===== src/rtl/pipe_hazard_ctrl.sv =====
// Stall/flush/redirect controller for the 5-stage RV64 pipeline.
// A small IDLE/DRAIN machine discards an in-flight fetch before the PC is redirected.
package pipe_hazard_pkg;
    typedef logic [4:0]  creg_addr_t;
    typedef logic [63:0] u64;
endpackage

module pipe_hazard_ctrl
    import pipe_hazard_pkg::*;
(
    input  logic        clk,
    input  logic        reset,
    input  logic        id_valid,
    input  creg_addr_t  id_rs1,
    input  creg_addr_t  id_rs2,
    input  logic        id_use_rs1,
    input  logic        id_use_rs2,
    input  logic        ex_valid,
    input  logic        ex_memread,
    input  creg_addr_t  ex_dst,
    input  logic        ex_redirect,
    input  u64          ex_target,
    input  logic        ibus_busy,
    input  logic        ibus_resp,
    input  logic        dbus_busy,
    output logic        stall_pc,
    output logic        stall_ifid,
    output logic        stall_idex,
    output logic        stall_exmem,
    output logic        flush_ifid,
    output logic        flush_idex,
    output logic        bubble_memwb,
    output logic        pc_redirect,
    output u64          pc_target,
    output logic        drop_fetch,
    output logic [31:0] cnt_stall,
    output logic [31:0] cnt_redirect
);

    typedef enum logic {
        IDLE  = 1'b0,
        DRAIN = 1'b1
    } state_t;

    state_t      state_q, state_d;
    u64          tgt_q, tgt_d;
    logic        resp_seen_q, resp_seen_d;
    logic [31:0] cnt_stall_q, cnt_stall_d;
    logic [31:0] cnt_redirect_q, cnt_redirect_d;

    logic        rs1_hit;
    logic        rs2_hit;
    logic        lu;
    logic        fetch_settled;

    // x0 is hardwired to zero, so a load targeting it can never hazard.
    always_comb begin
        rs1_hit = id_use_rs1 && (id_rs1 == ex_dst);
        rs2_hit = id_use_rs2 && (id_rs2 == ex_dst);
        lu      = id_valid && ex_valid && ex_memread && (ex_dst != 5'd0)
                  && (rs1_hit || rs2_hit);
    end

    // No fetch can still land in IF/ID once ibus is idle or answering this cycle.
    assign fetch_settled = !ibus_busy || ibus_resp;

    always_comb begin
        state_d      = state_q;
        tgt_d        = tgt_q;
        resp_seen_d  = resp_seen_q;
        stall_pc     = 1'b0;
        stall_ifid   = 1'b0;
        stall_idex   = 1'b0;
        stall_exmem  = 1'b0;
        flush_ifid   = 1'b0;
        flush_idex   = 1'b0;
        bubble_memwb = 1'b0;
        pc_redirect  = 1'b0;
        drop_fetch   = 1'b0;
        pc_target    = (state_q == DRAIN) ? tgt_q : ex_target;

        if (dbus_busy) begin
            // Whole pipe freezes; EX will re-present any redirect once MEM completes.
            stall_pc     = 1'b1;
            stall_ifid   = 1'b1;
            stall_idex   = 1'b1;
            stall_exmem  = 1'b1;
            bubble_memwb = 1'b1;
            if (state_q == DRAIN) begin
                drop_fetch  = ibus_resp;
                resp_seen_d = resp_seen_q || ibus_resp;
            end
        end else begin
            unique case (state_q)
                IDLE: begin
                    if (ex_redirect) begin
                        flush_ifid = 1'b1;
                        flush_idex = 1'b1;
                        if (fetch_settled) begin
                            pc_redirect = 1'b1;
                            drop_fetch  = ibus_resp;
                        end else begin
                            stall_pc = 1'b1;
                            tgt_d    = ex_target;
                            state_d  = DRAIN;
                        end
                    end else if (lu) begin
                        stall_pc   = 1'b1;
                        stall_ifid = 1'b1;
                        flush_idex = 1'b1;
                    end
                end
                DRAIN: begin
                    flush_ifid = 1'b1;
                    flush_idex = 1'b1;
                    drop_fetch = 1'b1;
                    if (ibus_resp || resp_seen_q) begin
                        pc_redirect = 1'b1;
                        resp_seen_d = 1'b0;
                        state_d     = IDLE;
                    end else begin
                        stall_pc = 1'b1;
                    end
                end
                default: begin
                    state_d = IDLE;
                end
            endcase
        end
    end

    // Counters wrap naturally at 32 bits.
    always_comb begin
        cnt_stall_d    = cnt_stall_q + {31'd0, stall_pc};
        cnt_redirect_d = cnt_redirect_q + {31'd0, pc_redirect};
    end

    always_ff @(posedge clk) begin
        if (!reset) begin
            state_q        <= IDLE;
            tgt_q          <= '0;
            resp_seen_q    <= 1'b0;
            cnt_stall_q    <= '0;
            cnt_redirect_q <= '0;
        end else begin
            state_q        <= state_d;
            tgt_q          <= tgt_d;
            resp_seen_q    <= resp_seen_d;
            cnt_stall_q    <= cnt_stall_d;
            cnt_redirect_q <= cnt_redirect_d;
        end
    end

    assign cnt_stall    = cnt_stall_q;
    assign cnt_redirect = cnt_redirect_q;

endmodule


===== config.mk =====
export PLATFORM = sky130hd
export DESIGN_NAME = pipe_hazard_ctrl
export DESIGN_NICKNAME = d
export VERILOG_FILES = /design/src/rtl/pipe_hazard_ctrl.sv
export SDC_FILE = /design/constraint.sdc
export NUM_CORES = 1
export LEC_CHECK = 0
export BUFFER_PORTS_ARGS = -buffer_cell sky130_fd_sc_hd__clkbuf_2
export CORE_MARGIN = 8
export CORE_UTILIZATION = 54
export CTS_BUF_LIST = sky130_fd_sc_hd__clkbuf_4 sky130_fd_sc_hd__clkbuf_8 sky130_fd_sc_hd__clkbuf_16
export DETAILED_ROUTE_END_ITERATION = 10
export PLACE_DENSITY = 0.89
export SLEW_MARGIN = 25
export SYNTH_ARGS = -nofsm -noshare
export SYNTH_HDL_FRONTEND = slang
export SYNTH_SLANG_ARGS = --single-unit

===== constraint.sdc =====
create_clock -name clk -period 6.49 [get_ports clk]
set_clock_uncertainty 0.15 [all_clocks]
set_input_delay 0.649 -clock clk [delete_from_list [all_inputs] [get_ports clk]]
set_output_delay 0.649 -clock clk [all_outputs]
set_load 0.02 [all_outputs]

Word-level counts from Yosys, hierarchy flattened
Index checks and enable logic that the tools add are counted.
Operators by class
  add/sub/neg operators: 2
  bitwise logic cells: 3
  reduce and logical (&&, ||, !) cells: 14
  equal/unequal tests: 2
  multiplexer cells: 33
Operators by type and width (count)
  adder 32 x 1 -> 32 bit: 2
  two-way mux 64 bit: 1
  two-way mux 1 bit: 26
  case mux 1 bit (2 select lines): 6
  == test 5 bit: 2
  logical AND 1 bit: 6
  nonzero test 5 bit: 1
  AND reduction 4 bit: 1
  logical OR 1 bit: 3
  inverter 1 bit: 3
  AND reduction 2 bit: 1
  nonzero test 2 bit: 1
  zero test 1 bit: 1
Word-level totals
  output and inout bits: 137
  logic and storage cells: 59
  flip-flop bits (word level): 130

Longest topological paths before layout
  depth in word-level cells: 9
  mapped depth: 12
  depth with buffers taken out: 10

Worst setup path before layout
No wires, ideal clock.
  kind: input port to flip-flop
  from: input port ex_dst[3]
  to: register cnt_stall_q[28] (netlist: cnt_stall[28])
  setup slack: 2974 ps
  buffers on the path: 1
  stages: 11
  arrival: 3294 ps
  cells stage by stage: xor2_1 > nor4_1 > a32oi_1 > o21ai_0 > ha_1 > ha_1 > and2_1 > nand2_1 > clkbuf_1 > nor4_1 > mux2i_1
Between the ends
  word-level cells in the longest chain between the ends: 9
  elaborated cells between the ends (all ways): 13
RTL lines
  from (decl): line 20  | input creg_addr_t ex_dst,
  == test 5 bit (on tied branches): line 58, 59
  logical AND 1 bit (on tied branches): line 58, 59
  logical OR 1 bit: line 61  | && (rs1_hit || rs2_hit);
  logical AND 1 bit (*): line 61
  two-way mux 1 bit (*): line 107  | end else if (lu) begin
  two-way mux 1 bit (*): line 96  | if (ex_redirect) begin
  case mux 1 bit (2 select lines) (*): line 94  | unique case (state_q)
  two-way mux 1 bit (*): line 82  | if (dbus_busy) begin
  net stall_pc: line 26  | output logic stall_pc,
  adder 32 x 1 -> 32 bit (*): line 134  | cnt_stall_d = cnt_stall_q + {31'd0, stall_pc};
  to (signal assigned): line 149  | cnt_stall_q <= cnt_stall_d;
  to (decl): line 48  | logic [31:0] cnt_stall_q, cnt_stall_d;
The timed path passes the listed nets; every way through them passes the cells marked *.
A chain may end at the register's enable or synchronous reset.

Worst setup path after layout
  from: register state_q
  to: register cnt_redirect_q[30] (netlist: cnt_redirect[30])
Between the ends
  word-level cells in the longest chain between the ends: 4
RTL lines
  from (decl): line 45  | state_t state_q, state_d;
  from (signal assigned): line 146  | state_q <= state_d;
  inverter 1 bit (no source line)
  case mux 1 bit (2 select lines) (*): line 94
  two-way mux 1 bit (*): line 82
  adder 32 x 1 -> 32 bit (*): line 135  | cnt_redirect_d = cnt_redirect_q + {31'd0, pc_redirect};
  to (signal assigned): line 150  | cnt_redirect_q <= cnt_redirect_d;
  to (decl): line 49  | logic [31:0] cnt_redirect_q, cnt_redirect_d;
Every way passes the cells marked *; elsewhere a longest branch is shown, timed or not.

==> impl_results.md <==
- Top library cells by usage in the layout, fill and taps aside: sky130_fd_sc_hd__clkbuf_2 (226), sky130_fd_sc_hd__nand2_1 (155), sky130_fd_sc_hd__dfxtp_1 (129), sky130_fd_sc_hd__a21oi_1 (93), sky130_fd_sc_hd__mux2_2 (64)
- Sequential share of power: 0.428
- Unrepaired setup endpoints after global routing: false
- Top fanout value on the critical path: 41
- Setup slack of the worst register-to-register path: about 2.5 ns
- Synth Net Count: about 830
- Number of warning messages in the yosys log: 0
- Post-route minimum period: 4.00 ns
- WP data arrival: between 4 and 5 ns
- Antenna cell count: 0
- Synth Cell Area: 6250 um^2
- Buffers from clock root to sink, at most: 2
- Fill count: ~900
- Aggregate global-route resource usage: 0.231
- Remaining global-route overflow: 0
- Post-route worst hold slack: around 0.3 ns
- Launching instance or port of the critical path: state_q$_SDFFE_PN0N_
- Clock insertion delay at the later pin of the skew report: between 0.4 and 0.5 ns
- Antenna violations before repair: 0
- GP Congestion: ~0.83
- Max-slew headroom at the worst pin: 0.328
- Count of boundary I/O pins: between 200 and 250
- Share of cells above drive strength 1: 0.355
- Height of the die: about 120 um
- Commonest non-fill, non-tap cell in the layout: sky130_fd_sc_hd__clkbuf_2
- Number of max-capacitance violations reported: 0
- Iteration-0 DRC Markers: ~530
- DRC viols: 0
- Master cell of the clock root buffer: sky130_fd_sc_hd__clkbuf_16
- Post-Syn Area per Cell: about 8.5 um^2
- Fraction of synthesized cell area taken by the top area cell type: 0.417
- Layout Area Growth over Synthesis: 26.8%
- Number of distinct library cell variants in the gate-level netlist after synthesis: 44
- Proportion of power drawn by the clock network: 0.461
- Placed wire-length estimate: approximately 13000 um
- Cell area after placement: around 7400 um^2
- Count of final setup violators: 0
- Setup crit start kind: register
- Detailed Routing Iterations Pass 1: 5
- Final wirelength: 18200 um
- Die width: between 100 and 150 um
- Leakage component of the power: about 3.1 nW
- Placeable core region: 11400 um^2
- Seq/Total Area, Yosys: 0.417
- Leading post-synthesis cells by cell area: sky130_fd_sc_hd__dfxtp_1 (42%), sky130_fd_sc_hd__mux2_2 (12%), sky130_fd_sc_hd__nand2_1 (9.3%), sky130_fd_sc_hd__a21oi_1 (7.5%), sky130_fd_sc_hd__or4_1 (2.5%)
- Worst min-delay path class: register to register
- Combinational cell fraction of total power: 0.110
- Worst Setup Path Type: register to register
- Power density over the cells: around 240 nW/um^2
- Count of clock tree sinks: between 100 and 150
- Total count of max-transition violations in the final report: 0
- Share of total power consumed by net switching: 0.244
- Maximum number of pins on one net before global-route repair: 81
- Count of nets left with antenna violations after detail routing: 0
- Run status: finished clean
- Global-route wire length before repair: roughly 28000 um
- Hold Vio Cnt, Final: 0
- Number of gates given a new drive strength after cts: 0
- Nets@finish: 1030
- Worst slack at placement: about 2.5 ns
- DR vias/cell: 5.69
- Final setup TNS: 0 ns
- Die area: approximately 15000 um^2
- Number of buffers added by the clock tree synthesis step: 17
- Worst Setup EP: cnt_redirect[30]$_SDFF_PN0_
- Max frequency: approximately 0.25 GHz
- Net Sw Power: 0.000467 W
- Hold bufs inserted after CTS: 0
- Hold Crit Depth: 2
- Crit path required time: 6.67 ns
- Depth of the most critical reg-to-reg path: 10
- Total of flip-flops plus latches after synthesis: 130
- Vias after detailed routing: roughly 6200
- Number of standard-cell rows in the floorplan: 39
- RR Startpoint: state_q$_SDFFE_PN0N_
- Count of flip-flops with a built-in enable after synthesis: 0
- Internal power consumption: ~0.0014 W
- Cell area after layout: between 7000 and 8000 um^2
- Post-CTS repair timing setup buffer count: 0
- IO buf count: about 230
- Worst-margin pin slew: ~1.0 ns
- Max H-tree Level: 4
- Most common flop cell mapped by yosys: sky130_fd_sc_hd__dfxtp_1
- Fin worst setup slack: 2.49 ns
- Proportion of register bits with asynchronous set or reset after synthesis: 0
- Dominant cell type by area after synthesis: sky130_fd_sc_hd__dfxtp_1
- CTS tree: built
- End of the worst register-to-register path: cnt_redirect[30]$_SDFF_PN0_
- Clock slew at reported path FFs: around 0.060 ns
- Number of instances in the synthesized netlist: around 740
- Part of the cycle the worst path needs: 0.616
- Routed length per placed instance: between 15 and 20 um
- Vias in the first global route: slightly below 6000
- Worst Setup End Kind: register
- Initial Util: 0.549
- Maximum resistive drop on vdd: approximately 180 uV
[worst max-delay path, stage by stage, from the launching register on]
cell,delay (ns)
sky130_fd_sc_hd__dfxtp_2,0.80
sky130_fd_sc_hd__buf_4,0.55
sky130_fd_sc_hd__nand2b_1,0.17
sky130_fd_sc_hd__a21oi_1,0.10
sky130_fd_sc_hd__nor3_1,0.24
sky130_fd_sc_hd__ha_1,0.29
sky130_fd_sc_hd__ha_1,0.28
sky130_fd_sc_hd__nand4_4,0.16
sky130_fd_sc_hd__or3_4,0.49
sky130_fd_sc_hd__or4_1,0.53
sky130_fd_sc_hd__a21oi_1,0.15
[through the flow]
step | total power, W | util | instances
floorplan | 0.000962 | - | 738
global placement | 0.00104 | 0.648 | 1060
detailed placement | 0.00105 | 0.649 | 1060
CTS | 0.00193 | 0.696 | 1090
global route | 0.00198 | 0.696 | 1090
finish | 0.00192 | 0.696 | 1090
[worst min-delay path by stage]
stage / start / to / slack [ns]
2_1_floorplan: tgt_q[0]$_SDFFE_PN0P_ / tgt_q[0]$_SDFFE_PN0P_ / 0.28
3_3_place_gp: tgt_q[37]$_SDFFE_PN0P_ / tgt_q[37]$_SDFFE_PN0P_ / 0.29
3_5_place_dp: tgt_q[11]$_SDFFE_PN0P_ / tgt_q[11]$_SDFFE_PN0P_ / 0.30
4_1_cts: ex_target[8] / tgt_q[8]$_SDFFE_PN0P_ / 0.30
5_1_grt: ex_target[25] / tgt_q[25]$_SDFFE_PN0P_ / 0.31
6_report: tgt_q[11]$_SDFFE_PN0P_ / tgt_q[11]$_SDFFE_PN0P_ / 0.30
[power groups by stage]
stage	Clock [W]	Sequential [W]	Combinational, W
after floorplan	0	0.000835	0.000128
after global placement	0	0.000836	0.000208
after detailed placement	0	0.000837	0.000211
after CTS	0.000895	0.000820	0.000213
after global routing	0.000932	0.000821	0.000228
final	0.000884	0.000820	0.000212
[registers in the layout, indices dropped and copies added, names as in the netlist]
| name | count |
|---|---|
| cnt_stall | 32 |
| cnt_redirect | 32 |
| state_q | 1 |
| resp_seen_q | 1 |
| tgt_q | 64 |
[cells in the mapped netlist (8+ instances only)]
library cell,instances
sky130_fd_sc_hd__nand2_1,155
sky130_fd_sc_hd__dfxtp_1,130
sky130_fd_sc_hd__a21oi_1,93
sky130_fd_sc_hd__mux2_2,64
sky130_fd_sc_hd__clkbuf_1,36
sky130_fd_sc_hd__nor2_1,28
sky130_fd_sc_hd__nand3_1,23
sky130_fd_sc_hd__or4_1,21
sky130_fd_sc_hd__o31ai_1,19
sky130_fd_sc_hd__xor2_1,18
sky130_fd_sc_hd__xnor2_1,16
sky130_fd_sc_hd__nand4_1,14
sky130_fd_sc_hd__nor4_1,14
sky130_fd_sc_hd__nand2b_1,12
sky130_fd_sc_hd__inv_1,10
sky130_fd_sc_hd__mux2i_1,8
sky130_fd_sc_hd__o21ai_0,8
sky130_fd_sc_hd__or3_1,8
[cell type report]
type / count / area, um^2 / share of cell area
Timing Repair Buffer: 229 / 1150 / 0.146
Inverter: 11 / 42.5 / 0.00537
Clock buffer: 23 / 483 / 0.0610
Multi-Input combinational cell: 547 / 3400 / 0.429
Clock inverter: 7 / 60.1 / 0.00759
Tap cell: 143 / 179 / 0.0226
Sequential cell: 130 / 2600 / 0.329
[kinds of logic after synthesis]
kind of cell	Yosys count	share of synthesized area
compound gates	130	0.118
simple gates	307	0.241
mux	72	0.128
fa+ha+maj	4	0.00801
buf+inv	61	0.0413
xor+xnor	34	0.0477
flops	130	0.417
[per-layer routing]
metal  share of wire  vias up  routed length (um)  GRT usage
met4           0.032        0                 584      0.126
li1                -     3010                   -          -
met3           0.076       48                1390     0.0731
met2            0.51      233                9210      0.382
met5               0        -                   0          0
met1            0.38     2913                7000      0.261
Power figures use the tool's default switching activity.
